--- src/rtl/vga_pixel_serializer.sv ---
// Pixel serializer that sits after VGA_data_controller.
// Incoming pixel words are buffered in a small FIFO. Requests for more words
// are issued ahead of need. During the active region the words are shifted
// out one 1-bpp pixel per clock, MSB first. Sticky flags report FIFO
// underflow and overflow.
module vga_pixel_serializer #(
  parameter int WORD_W        = 32,
  parameter int ACTIVE_PIXELS = 640,
  parameter int DEPTH         = 4
) (
  input  logic              clk,
  input  logic              rst,
  input  logic [1:0]        VGA_state,
  input  logic [WORD_W-1:0] data_to_VGA,
  input  logic              data_en,
  input  logic              clear_flags,
  output logic              word_req,
  output logic              pixel_out,
  output logic              pixel_valid,
  output logic              underflow,
  output logic              overflow
);

  localparam int WORDS_PER_LINE = ACTIVE_PIXELS / WORD_W;
  localparam int AW = $clog2(DEPTH);
  localparam int IW = $clog2(WORD_W);
  localparam int LW = $clog2(WORDS_PER_LINE + 1);
  localparam int CW = AW + 2;

  typedef enum logic [1:0] {
    ST_SYNC       = 2'd0,
    ST_BACKPORCH  = 2'd1,
    ST_ACTIVE     = 2'd2,
    ST_FRONTPORCH = 2'd3
  } vga_state_e;

  logic [WORD_W-1:0] mem [DEPTH];
  logic [AW:0]       wr_ptr;
  logic [AW:0]       rd_ptr;
  logic [AW:0]       fifo_count;
  logic              fifo_empty;
  logic              fifo_full;

  logic [WORD_W-1:0] shreg;
  logic              loaded;
  logic [IW-1:0]     pix_idx;

  logic [AW:0]       outstanding;
  logic [AW:0]       out_next;
  logic [LW-1:0]     line_words;
  logic [1:0]        prev_state;

  logic              in_active;
  logic              line_start;
  logic              pop;
  logic              wr_ok;
  logic              req_next;
  logic              last_pixel;

  assign fifo_empty = (wr_ptr == rd_ptr);
  assign fifo_full  = (wr_ptr[AW] != rd_ptr[AW]) && (wr_ptr[AW-1:0] == rd_ptr[AW-1:0]);
  assign fifo_count = wr_ptr - rd_ptr;
  assign in_active  = (VGA_state == ST_ACTIVE);
  assign line_start = (prev_state != ST_SYNC) && (VGA_state == ST_SYNC);
  assign last_pixel = (pix_idx == IW'(WORD_W - 1));

  // Decide this cycle's pop, write acceptance and next request.
  // A pop frees a slot in the same cycle, so a write landing on a full FIFO
  // that is also being popped (or flushed) still succeeds.
  always_comb begin
    pop      = 1'b0;
    wr_ok    = 1'b0;
    req_next = 1'b0;
    if (!line_start && !fifo_empty) begin
      pop = in_active ? last_pixel : !loaded;
    end
    wr_ok    = data_en && (!fifo_full || pop || line_start);
    req_next = ((CW'(fifo_count) + CW'(outstanding)) < CW'(DEPTH)) &&
               (line_words < LW'(WORDS_PER_LINE)) && !word_req;
  end

  // Track requests that upstream has not answered yet; never go below zero.
  always_comb begin
    out_next = outstanding;
    if (word_req && !data_en) begin
      out_next = outstanding + (AW+1)'(1);
    end else if (!word_req && data_en && (outstanding != '0)) begin
      out_next = outstanding - (AW+1)'(1);
    end
  end

  // FIFO storage; contents need no reset because the pointers gate them.
  always_ff @(posedge clk) begin
    if (wr_ok) begin
      mem[wr_ptr[AW-1:0]] <= data_to_VGA;
    end
  end

  // FIFO pointers; a line start discards everything buffered so far.
  always_ff @(posedge clk or posedge rst) begin
    if (rst) begin
      wr_ptr <= '0;
      rd_ptr <= '0;
    end else begin
      if (line_start) begin
        rd_ptr <= wr_ptr;
      end else if (pop) begin
        rd_ptr <= rd_ptr + (AW+1)'(1);
      end
      if (wr_ok) begin
        wr_ptr <= wr_ptr + (AW+1)'(1);
      end
    end
  end

  // Request generator, in-flight count and per-line request budget.
  // At a line start, words still in flight are credited to the new line.
  always_ff @(posedge clk or posedge rst) begin
    if (rst) begin
      word_req    <= 1'b0;
      outstanding <= '0;
      line_words  <= '0;
      prev_state  <= ST_SYNC;
    end else begin
      word_req    <= req_next;
      outstanding <= out_next;
      prev_state  <= VGA_state;
      if (line_start) begin
        line_words <= LW'(out_next);
      end else if (word_req) begin
        line_words <= line_words + LW'(1);
      end
    end
  end

  // Shifter: preload between lines, shift one pixel per active cycle.
  // pix_idx keeps counting while empty so pixels stay aligned to words.
  always_ff @(posedge clk or posedge rst) begin
    if (rst) begin
      shreg       <= '0;
      loaded      <= 1'b0;
      pix_idx     <= '0;
      pixel_out   <= 1'b0;
      pixel_valid <= 1'b0;
    end else begin
      pixel_valid <= in_active;
      pixel_out   <= 1'b0;
      if (line_start) begin
        loaded  <= 1'b0;
        pix_idx <= '0;
      end else if (in_active) begin
        pixel_out <= loaded & shreg[WORD_W-1];
        pix_idx   <= pix_idx + IW'(1);
        if (last_pixel) begin
          loaded <= pop;
          if (pop) begin
            shreg <= mem[rd_ptr[AW-1:0]];
          end
        end else begin
          shreg <= {shreg[WORD_W-2:0], 1'b0};
        end
      end else if (pop) begin
        shreg  <= mem[rd_ptr[AW-1:0]];
        loaded <= 1'b1;
      end
    end
  end

  // Sticky debug flags; a new event in the clearing cycle keeps the flag set.
  always_ff @(posedge clk or posedge rst) begin
    if (rst) begin
      underflow <= 1'b0;
      overflow  <= 1'b0;
    end else begin
      underflow <= (in_active && !loaded) || (underflow && !clear_flags);
      overflow  <= (data_en && !wr_ok) || (overflow && !clear_flags);
    end
  end

endmodule

--- config.mk ---
export PLATFORM = sky130hd
export DESIGN_NAME = vga_pixel_serializer
export DESIGN_NICKNAME = d
export VERILOG_FILES = /design/src/rtl/vga_pixel_serializer.sv
export SDC_FILE = /design/constraint.sdc
export NUM_CORES = 1
export LEC_CHECK = 0
export ABC_AREA = 1
export BUFFER_PORTS_ARGS = -buffer_cell sky130_fd_sc_hd__buf_2
export CAP_MARGIN = 20
export CORE_MARGIN = 3
export CORE_UTILIZATION = 55
export DETAILED_ROUTE_END_ITERATION = 6
export GPL_TIMING_DRIVEN = 1
export PLACE_DENSITY = 0.81
export SETUP_SLACK_MARGIN = 0.2
export SYNTH_ARGS = -nofsm -noshare
export SYNTH_HDL_FRONTEND = slang
export SYNTH_SLANG_ARGS = --single-unit
--- constraint.sdc ---
create_clock -name clk -period 3.5 [get_ports clk]
set_input_delay 0.175 -clock clk [delete_from_list [all_inputs] [get_ports clk]]
set_output_delay 0.175 -clock clk [all_outputs]
set_load 0.03 [all_outputs]
; Word-level counts from Yosys, hierarchy flattened
; Memories as Yosys holds them, arrays and structs flattened.
; Cells that the tools add are included.
[word_totals]
in_bits = 38
word_cells = 85
ff_bits = 59
n_memories = 1
ram_bits = 128
output_inout_bits = 5
[classes]
reduce_logical = 33
order_cmp = 2
n_eq_ne = 6
addsub = 8
n_mux = 21
bitwise_logic = 1
[mem_list]
columns = memory, depth, word_bits, rd, rd_clocked_by_memory_dff, wr, line
row1 = mem, 4, 32, 1, 0, 1, 37  ; logic [WORD_W-1:0] mem [DEPTH];
[op_table]
columns = op, count
row1 = 32-bit two-way mux, 3
row2 = 5-bit two-way mux, 4
row3 = 1-bit logical AND, 13
row4 = 3-bit two-way mux, 4
row5 = "5-bit by 1-bit adder with 5-bit output, second input constant", 2
row6 = 1-bit two-way mux, 10
row7 = "3-bit by 1-bit adder with 3-bit output, second input constant", 3
row8 = 1-bit zero test, 8
row9 = 2-bit nonzero test, 4
row10 = 3-bit nonzero test, 2
row11 = "5-bit equality test, second input constant", 1
row12 = "5-bit less-than comparator, second input constant", 1
row13 = 3-bit by 3-bit adder with 4-bit output, 1
row14 = 1-bit logical OR, 4
row15 = "4-bit by 3-bit less-than comparator with 1-bit output, second input constant", 1
row16 = 3-bit equality test, 1
row17 = "3-bit by 1-bit inequality test with 1-bit output, second input constant", 1
row18 = "3-bit by 1-bit subtractor with 3-bit output, second input constant", 1
row19 = 3-bit subtractor, 1
row20 = 2-bit equality test, 1
row21 = "2-bit equality test, second input constant", 1
row22 = 2-bit zero test, 1
row23 = 2-bit AND reduction, 1
row24 = 1-bit AND, 1
row25 = 1-bit inequality test, 1

; Depth between registers and ports, before layout
; Gate-level depths: netlist of the first run.
[depth]
depth_word = 11
ltp_mapped = 13
depth_no_buf = 11

; Least setup slack after synthesis of the first run
; No wires, ideal clock.
[synth_timing]
path_kind = register to register
from = register rd_ptr[1]
to = memory mem[3][0], enable pin
period_less_slack_ns = 3.156
t_required_ns = 3.079
n_path_buf = 2
stages_incl_launch_ff = 10
setup_ns = 0.421
arrival_ns = 2.735
path_slack_ns = 0.344
cell_sequence = dfrtp_1 buf_4 inv_2 buf_2 ha_1 nand2_1 inv_1 nand4_4 nand2_2 nor2_1
[synth_between]
elab_chain_len = 9
word_cells_on_any_way = 12
cone_classes = eq/ne: 2 / mux: 3 / reduce/logical: 7
[synth_rtl]
columns = element, line
row1 = from (decl), 39  ; logic [AW:0] rd_ptr;
row2 = from (signal assigned), 106  ; rd_ptr <= wr_ptr;
row3 = from (signal assigned), 108  ; rd_ptr <= rd_ptr + (AW+1)'(1);
row4 = 3-bit equality test, 60  ; assign fifo_empty = (wr_ptr == rd_ptr);
row5 = 1-bit zero test, 74  ; if (!line_start && !fifo_empty) begin
row6 = 1-bit logical AND, 74
row7 = 1-bit two-way mux, 74
row8 = 1-bit logical OR * (2 in series), 77  ; wr_ok = data_en && (!fifo_full || pop || line_start);
row9 = 1-bit logical AND *, 77
row10 = 1-bit two-way mux *, 94  ; if (wr_ok) begin
row11 = 1-bit two-way mux (implied by the code) *, 95  ; mem[wr_ptr[AW-1:0]] <= data_to_VGA;
row12 = to (decl), 37
; Every way passes the cells marked *; elsewhere a longest branch is shown, timed or not.

; Worst setup path in the final report of the first run
[layout_timing]
from = register pix_idx[0]
to = memory mem[2][0], enable pin
[layout_between]
elab_chain_len = 8
[layout_rtl]
columns = element, line
row1 = from (decl), 46  ; logic [IW-1:0] pix_idx;
row2 = from (signal assigned), 153  ; pix_idx <= pix_idx + IW'(1);
row3 = 5-bit equality test, 65  ; assign last_pixel = (pix_idx == IW'(WORD_W - 1));
row4 = 1-bit two-way mux, 75  ; pop = in_active ? last_pixel : !loaded;
row5 = 1-bit two-way mux, 74
row6 = 1-bit logical OR (2 in series), 77
row7 = 1-bit logical AND, 77
row8 = 1-bit two-way mux, 94
row9 = 1-bit two-way mux (implied by the code), 95
; No other way between the ends.

==> results of run 1 <==
## registers in the layout, indices dropped and copies added, names as in the netlist, 2 cells and up
signal	count
shreg	32
prev_state	2
line_words	5
outstanding	3
wr_ptr	3
pix_idx	5
mem	128
rd_ptr	3
## layer usage
layer  vias to the layer above  track usage, %  share of wire (%)
met3                        26            5.65                5.3
met1                      2739            27.5                 43
met5                         -               0                  0
met4                         0            6.78                1.5
li1                       2878               -                  -
met2                       165            35.6                 50
## cell usage after synthesis (4+ instances only)
cell      number  area share (%)
nand2_1      212             9.5
nor2_1       170             7.6
inv_1         88             3.9
or2_0          6            0.45
inv_2          4            0.18
clkbuf_1       5            0.22
buf_2         17             1.0
nand2_2        4            0.30
dfrtp_1       59              18
o21ai_0       31             1.8
buf_6          8             1.1
edfxtp_1     128              46
ha_1          15             2.2
o21ai_1       11            0.66
or2_2          5            0.37
or2_1         20             1.5
xor2_1         4            0.42
nand3_1       45             2.7
a21oi_1        4            0.24
## path summary, 6_finish.rpt
| kind | end | slack, ps | cells past startpoint |
|---|---|---|---|
| max | mem[2][0] | 770 | 11 |
| min | wr_ptr[2] | 70 | 3 |
| min reg2reg | line_words[4] | 460 | 1 |
| max reg2reg | mem[2][0] | 770 | 11 |
| max in group asynchronous | rd_ptr[0] | 2260 | 4 |
| min in group asynchronous | shreg[17] | 400 | 3 |
## where the power goes
part	internal [mW]	switching (mW)	total (mW)
Combinational	0.818	1.73	2.55
Clock	1.00	0.862	1.86
Sequential	2.98	0.245	3.22
Total	4.80	2.84	7.64
## cell type report
class | count | area [sq um] | area share (%)
Inverter | 92 | 345 | 3.57
Timing Repair Buffer | 87 | 651 | 6.73
Multi-Input combinational cell | 546 | 2560 | 26.4
Tap cell | 184 | 230 | 2.38
Clock buffer | 19 | 433 | 4.48
Sequential cell | 187 | 5320 | 55.0
Clock inverter | 13 | 136 | 1.41
## cell usage in the layout, fill, tap and decap left out, types with 8 or more instances in the layout
cell type / count
o21ai_0: 31
nor2_1: 166
buf_2: 42
clkbuf_16: 17
dfrtp_1: 59
or2_1: 20
nand3_1: 45
edfxtp_1: 128
inv_1: 87
buf_4: 8
o21ai_1: 11
dlygate4sd3_1: 36
nand2_1: 212
ha_1: 15
## per-stage QoR
step	util [%]	worst slack [ps]	total power, mW	instances
5_1_grt	65.6	534	8.19	1128
3_3_place_gp	59.3	804	5.67	1060
6_report	65.6	769	7.64	1128
4_1_cts	65.6	769	7.66	1128
3_5_place_dp	59.3	778	5.77	1060
2_1_floorplan	-	344	5.17	858
## critical path, stage by stage (launching register included)
cell and delay, ps:
dfrtp_1 390, ha_1 180, nand2_1 70, nor2_1 100, ha_1 150, inv_1 60
nand2_4 280, nand2_4 110, nand4_4 110, nand2_2 180, nor2_4 560, buf_12 230
## logic make-up after synthesis
group | share of synthesized area, %
fa+ha+maj | 2.47
flops | 63.3
xor+xnor | 0.521
simple gates | 23.6
buf+inv | 6.60
compound gates | 3.47
==> results.tsv, run 1 <==
metric	value	unit
post_cts_buffers	0	
drtIter0Drc	533	
final_area	9670	sq um
num_antenna_cells	0	
worstSetupPathType	flip-flop to flip-flop	
die_height	130	um
drc	0	
drv_cap	0	
coreArea	14800	sq um
grt_pass1_wl	27300	um
setup_violations	0	
fin_skew	13.3	ps
max_freq	0.366	GHz
clock_path_buffers	2	
drive_above_1_share	11.4	%
synth_seq_cells	187	
synth_cells	858	
crit_fanout	36	
start_util	56.9	%
die-area	16800	sq um
synth_edf_count	128	
ys.warnings.count	0	
fp.dieW	130	um
worst_setup_path_start_kind	flip-flop	
first_pass_iters	5	
status	finished clean	
htreeDepth	4	
worst_pin_slew	962	ps
routed_wl	16800	um
rsz0062_at_grt	no	
crit_required	3650	ps
post_dp_cell_area	8740	sq um
io_pins	43	
antenna_found_initial	0	
clkTransAtPathRegs	70	ps
period_needed	2730	ps
syn_area	8400	sq um
cts_resized	0	
synth_cell_type_count	36	
slew_viol_final	0	
track_usage	21.3	%
grt_pass1_vias	5553	
grt_max_degree	61	
port_buffers	42	
crit_start	pix_idx[0]	
num-fill-cells	1102	
ctsHoldBuffers	36	
clock-sinks	187	
grt_overflow_total	0	
p_per_area	789	nW/um^2
place.gp.congestion	0.776	
seq_area_frac_synth	63.3	%
final_nets	985	
cp-end-kind	flip-flop	
vias	5808	
r2r-start	pix_idx[0]	
hpwlAfterDp	9690	um
hold_path.class	primary input to flip-flop	
synth_flop_cell	edfxtp_1	
viasPerCell	5.15	
p_leak	4.32	nW
insertion_delay	440	ps
antenna_left	0	
num_rows	44	
ys_async_sr_fraction	31.6	%
cts_root_buf	clkbuf_16	
syn-num-nets	912	
routedWlPerCell	14.9	um
irDropWorstVdd	498	uV
whs	66.9	ps
min_period_over_period	78.0	%
hp-start	data_en	
setup_tns	0	ps
avgSynthCellArea	9.79	sq um
hold_viol_final	0	
cts_tree	done	
numCtsBuffers	17	
slew_headroom	35.7	%
areaGrowthSynthToFinish	15.1	%
crit_arrival	2880	ps
Note: power is estimated with default switching activity, not from simulation.
==> run 2, diff against run 1 <==
--- a/config.mk
+++ b/config.mk
@@ -5,7 +5,7 @@
 export SDC_FILE = /design/constraint.sdc
 export NUM_CORES = 1
 export LEC_CHECK = 0
-export ABC_AREA = 1
+export ABC_AREA = 0
 export BUFFER_PORTS_ARGS = -buffer_cell sky130_fd_sc_hd__buf_2
 export CAP_MARGIN = 20
 export CORE_MARGIN = 3
==> constraint.sdc (replaced) <==
create_clock -name clk -period 2.8 [get_ports clk]
set_input_delay 0.14 -clock clk [delete_from_list [all_inputs] [get_ports clk]]
set_output_delay 0.14 -clock clk [all_outputs]
set_load 0.03 [all_outputs]
==> results.tsv, run 2 <==
metric	value	unit
worst_setup_path_start_kind	flip-flop	
drtIter0Drc	425	
synth_simple_gate_area_share	5.21	%
largest_reg_flops	128	
synth_cell_type_count	51	
fp.dieW	124	um
drv_cap	0	
io_pins	43	
slew_viol_final	0	
num_antenna_cells	0	
first_pass_iters	6	
viasPerCell	5.88	
netlist_top_cells_count	edfxtp_1 (128), dfrtp_1 (59), nand2_1 (43)	
synth_edf_count	128	
hold_path.class	primary input to flip-flop	
worst_pin_slew	691	ps
clkTransAtPathRegs	60	ps
syn_area	7660	sq um
p_leak	3.41	nW
min_period_over_period	86.7	%
vias	4355	
rsz0062_at_grt	no	
numCtsBuffers	17	
post_dp_cell_area	8100	sq um
yosysTopAreaCellShare	50.2	%
routed_wl	15100	um
cts_tree	done	
synthXorXnorAreaFrac	1.03	%
muxShareOfSynthArea	14.3	%
htreeDepth	4	
fin_skew	5.07	ps
period_needed	2430	ps
slew_headroom	53.9	%
num-fill-cells	885	
hold_viol_final	0	
routedWlPerCell	20.4	um
avgSynthCellArea	16.4	sq um
hpwlAfterDp	8630	um
synth_top_family_by_area	multiplexers	
max_freq	0.412	GHz
crit_required	2860	ps
p_per_area	1040	nW/um^2
synth_flop_cell	edfxtp_1	
die-area	15400	sq um
drc	0	
grt_max_degree	47	
ys.warnings.count	0	
grt_overflow_total	0	
cts_root_buf	clkbuf_16	
final_nets	608	
setup_violations	0	
crit_top_cell	ha_1	
drive_above_1_share	23.2	%
start_util	57.0	%
coreArea	13500	sq um
seq_area_frac_synth	69.4	%
critPathSlowestCell	and3_4	
num_rows	42	
grt_pass1_wl	23700	um
clock-sinks	187	
antenna_found_initial	0	
final_area	9060	sq um
status	finished clean	
power.total	9.43	mW
final_cell_mix	edfxtp_1 (128), dfrtp_1 (58), nand2_1 (43)	
cp-end-kind	flip-flop	
synthAdderAreaFrac	2.71	%
crit_arrival	2490	ps
insertion_delay	420	ps
yosys.area.top_type	edfxtp_1	
worstSetupPathType	flip-flop to flip-flop	
place.gp.congestion	0.844	
ys_top_cells_by_area	edfxtp_1 (50%), dfrtp_1 (19%), mux4_2 (9.4%)	
setup_tns	0	ps
grt_pass1_vias	4679	
slowest_delay	530	ps
port_buffers	42	
multiInputGateArea	2200	sq um
mostFrequentLayoutCell	edfxtp_1	
areaGrowthSynthToFinish	18.2	%
die_height	124	um
crit_fanout	32	
path_cells	ha_1, and3_1, ha_1, a211o_1, or2_1, and3_4	
antenna_left	0	
synth-compound-area-share	5.18	%
synth_seq_cells	187	
syn-num-nets	520	
irDropWorstVdd	757	uV
ys_async_sr_fraction	31.6	%
seqCellArea	5320	sq um
track_usage	21.1	%
synth_cells	466	
synthMostInstantiatedCell	edfxtp_1	
clock_path_buffers	2	
==> run 2: cell count changes in the layout (fill, tap and decap cells not counted), sizes merged, moves of 3 or more <==
cell / before / now
mux2: 0 / 3
mux4: 0 / 32
mux2i: 0 / 34
inv: 97 / 12
clkinvlp: 3 / 7
a31oi: 0 / 4
nor2: 172 / 12
nand2b: 0 / 4
and3: 0 / 5
buf: 51 / 55
nand2: 218 / 43
or2: 31 / 3
nand3: 46 / 1
xnor2: 1 / 4
==> run 2: stage by stage <==
stage	hold WS, ps	worst slack [ps]	utilization [%]	cells
floorplan	171	245	-	466
global placement	77.5	257	60.2	673
detailed placement	88.1	213	60.2	673
CTS	116	148	67.1	739
global route	153	245	67.3	741
finish	153	372	67.3	741
==> run 2: logic make-up (layout without fill, tap and decap cells) <==
logic type / Yosys count / count (layout)
adders and majority gates: 16 / 16
AOI/OAI and AO/OA: 67 / 67
buffers and inverters: 35 / 134
muxes: 69 / 69
and+or+nand+nor: 83 / 83
xor gates and xnor gates: 9 / 9
DFF: 187 / 187
==> run 2: critical path: cells and delay by family, from the launching register on <==
kind | cells | cell delay, ps
AO/OA/AOI/OAI | 1 | 240
adder cells (fa/ha/maj) | 2 | 500
flip-flops | 1 | 400
AND/OR/NAND/NOR | 3 | 880
==> run 2: repair_timing <==
item                                    CTS  global route
pin swaps                                 0             1
hold endpoints to repair                143             0
setup buffers                             0             2
endpoints found under the setup margin   96           116
cloned                                    0             0
hold buffers                             36             0
resized for setup                         0             3
==> run 2: path summary, 6_finish.rpt <==
| check | from | to | slack [ps] | cells after the start |
|---|---|---|---|---|
| max reg2reg | pix_idx[0] | mem[0][31] | 370 | 6 |
| min in group asynchronous | rst | shreg[25] | 200 | 3 |
| max in group asynchronous | rst | rd_ptr[0] | 1940 | 4 |
| max | pix_idx[0] | mem[0][31] | 370 | 6 |
| min reg2reg | shreg[24] | shreg[25] | 500 | 2 |
| min | data_en | overflow | 150 | 3 |
==> run 2: cell type report <==
type                            instances  area share, %
Clock buffer                           19           4.89
Clock inverter                         11           1.37
Inverter                               13          0.608
Multi-Input combinational cell        244           24.3
Sequential cell                       187           58.8
Tap cell                              176           2.43
Timing Repair Buffer                   91           7.65
==> run 2: where the power goes <==
group          switching, mW  leakage (nW)  internal, mW  total (mW)
Combinational           1.57          1.25          1.38        2.94
Clock                  0.980         0.259          1.32        2.30
Sequential             0.388          1.90          3.79        4.18
==> run 2: metal layers <==
layer  GRT usage [%]  routed length (um)  vias to the layer above
met4            9.79                 359                        0
met5               0                   0                        -
met3            5.45                 822                       34
met2            34.9                7770                      160
li1                -                   -                     1953
met1            26.3                6130                     2208
==> run 3, diff against run 2 <==
--- a/config.mk
+++ b/config.mk
@@ -9,10 +9,10 @@
 export BUFFER_PORTS_ARGS = -buffer_cell sky130_fd_sc_hd__buf_2
 export CAP_MARGIN = 20
 export CORE_MARGIN = 3
-export CORE_UTILIZATION = 55
+export CORE_UTILIZATION = 40
 export DETAILED_ROUTE_END_ITERATION = 6
 export GPL_TIMING_DRIVEN = 1
-export PLACE_DENSITY = 0.81
+export PLACE_DENSITY = 0.64
 export SETUP_SLACK_MARGIN = 0.2
 export SYNTH_ARGS = -nofsm -noshare
 export SYNTH_HDL_FRONTEND = slang
==> results.tsv, run 3 (synthesis results as in run 2) <==
metric	value	unit
status	finished clean	
post-route-util	50.0	%
fp.dieW	144	um
port_buffers	42	
crit_arrival	2720	ps
slew_viol_final	0	
slowest_delay	800	ps
irDropWorstVdd	648	uV
worst_pin_slew	900	ps
whs	159	ps
num_antenna_cells	0	
io_pins	43	
mostFrequentLayoutCell	edfxtp_1	
start_util	41.7	%
grt_max_degree	60	
switching_share	30.4	%
antenna_found_initial	0	
hpwlAfterDp	8650	um
worst_setup_path_start_kind	flip-flop	
clock_path_buffers	2	
num-fill-cells	1475	
drv_cap	0	
crit_fanout	32	
routedWlPerCell	17.8	um
cpLargestDelayFamily	simple AND/OR/NAND/NOR gates	
insertion_delay	430	ps
track_usage	14.8	%
grt_overflow_total	0	
coreArea	18400	sq um
cts_resized	0	
p_leak	3.45	nW
cts_root_buf	clkbuf_16	
largest_reg_flops	128	
switchingPower	2.91	mW
hold_path.class	primary input to flip-flop	
slew_headroom	40.0	%
grt_pass1_vias	4344	
clock-sinks	187	
clkTransAtPathRegs	70	ps
path_cells	ha_1, and3_1, ha_1, a211o_1, or2_1, and3_2	
p_per_area	1040	nW/um^2
drc	0	
crit_required	2860	ps
worstSetupPathType	flip-flop to flip-flop	
numCtsBuffers	17	
place.gp.congestion	0.762	
num_rows	49	
comb_power_share	29.8	%
p_int	6.68	mW
first_pass_iters	4	
areaGrowthSynthToFinish	19.9	%
final_nets	605	
hold_viol_final	0	
setup_violations	0	
grt_pass1_wl	23200	um
drtIter0Drc	287	
vias	4139	
max_freq	0.376	GHz
period_needed	2660	ps
rsz0062_at_grt	yes	
clkPwrFrac	26.9	%
die-area	20900	sq um
fin_skew	9.63	ps
cp_num_buf_inv	0	
critPathSlowestCell	and3_2	
die_height	144	um
power_frac_seq	43.3	%
htreeDepth	4	
power.total	9.59	mW
routed_wl	14200	um
viasPerCell	5.22	
crit_top_cell	ha_1	
final_cell_mix	edfxtp_1 (128), dfrtp_1 (58), nand2_1 (43)	
cts_tree	done	
antenna_left	0	
drive_above_1_share	23.2	%
cp-end-kind	flip-flop	
min_period_over_period	94.9	%
## run 3: area by class of cell
class / count / area (sq um) / share of cell area (%)
multi-input combinational: 244 / 2190 / 23.8
inverter: 13 / 55.1 / 0.599
tap: 229 / 287 / 3.12
clock buffer: 18 / 439 / 4.78
sequential: 187 / 5320 / 57.9
clock inverter: 14 / 204 / 2.22
timing repair buffer: 88 / 696 / 7.57
## run 3: metal layers
layer,vias up,wire (um),GRT usage (%)
met5,-,0,0
met4,0,226,5.50
met3,14,529,3.74
met2,67,6870,23.6
met1,2113,6520,19.8
li1,1945,-,-
## run 3: power by group through the flow
stage | clock network (mW) | registers (mW) | logic [mW]
after floorplan | 0 | 4.11 | 2.19
after global placement | 0 | 4.17 | 2.78
after detailed placement | 0 | 4.21 | 2.84
after CTS | 2.64 | 4.16 | 2.90
after global routing | 2.77 | 4.24 | 3.15
final | 2.58 | 4.15 | 2.85
## run 3: per-stage QoR
stage	instances	setup TNS, ps	area [sq um]	setup slack (ps)
floorplan	466	0	7680	245
global placement	724	0	8180	211
detailed placement	724	0	8180	138
CTS	793	0	9190	128
global route	793	-1470	9190	-35.4
finish	793	0	9190	141
## run 3: what timing repair did
item,CTS,global route
hold buffers,36,0
setup endpoints to repair,121,96
buffers inserted,1,0
cloned,0,0
endpoints found under the hold margin,191,0
## run 3: final timing paths
kind | slack (ps) | endpoint | from | cells after the start
min in group asynchronous | 320 | pixel_valid | rst | 4
setup / recovery | 140 | mem[2][13] | pix_idx[0] | 6
hold reg to reg | 490 | shreg[9] | shreg[8] | 2
hold / removal | 160 | outstanding[0] | data_en | 2
max in group asynchronous | 2200 | rd_ptr[0] | rst | 4
setup reg to reg | 140 | mem[2][13] | pix_idx[0] | 6
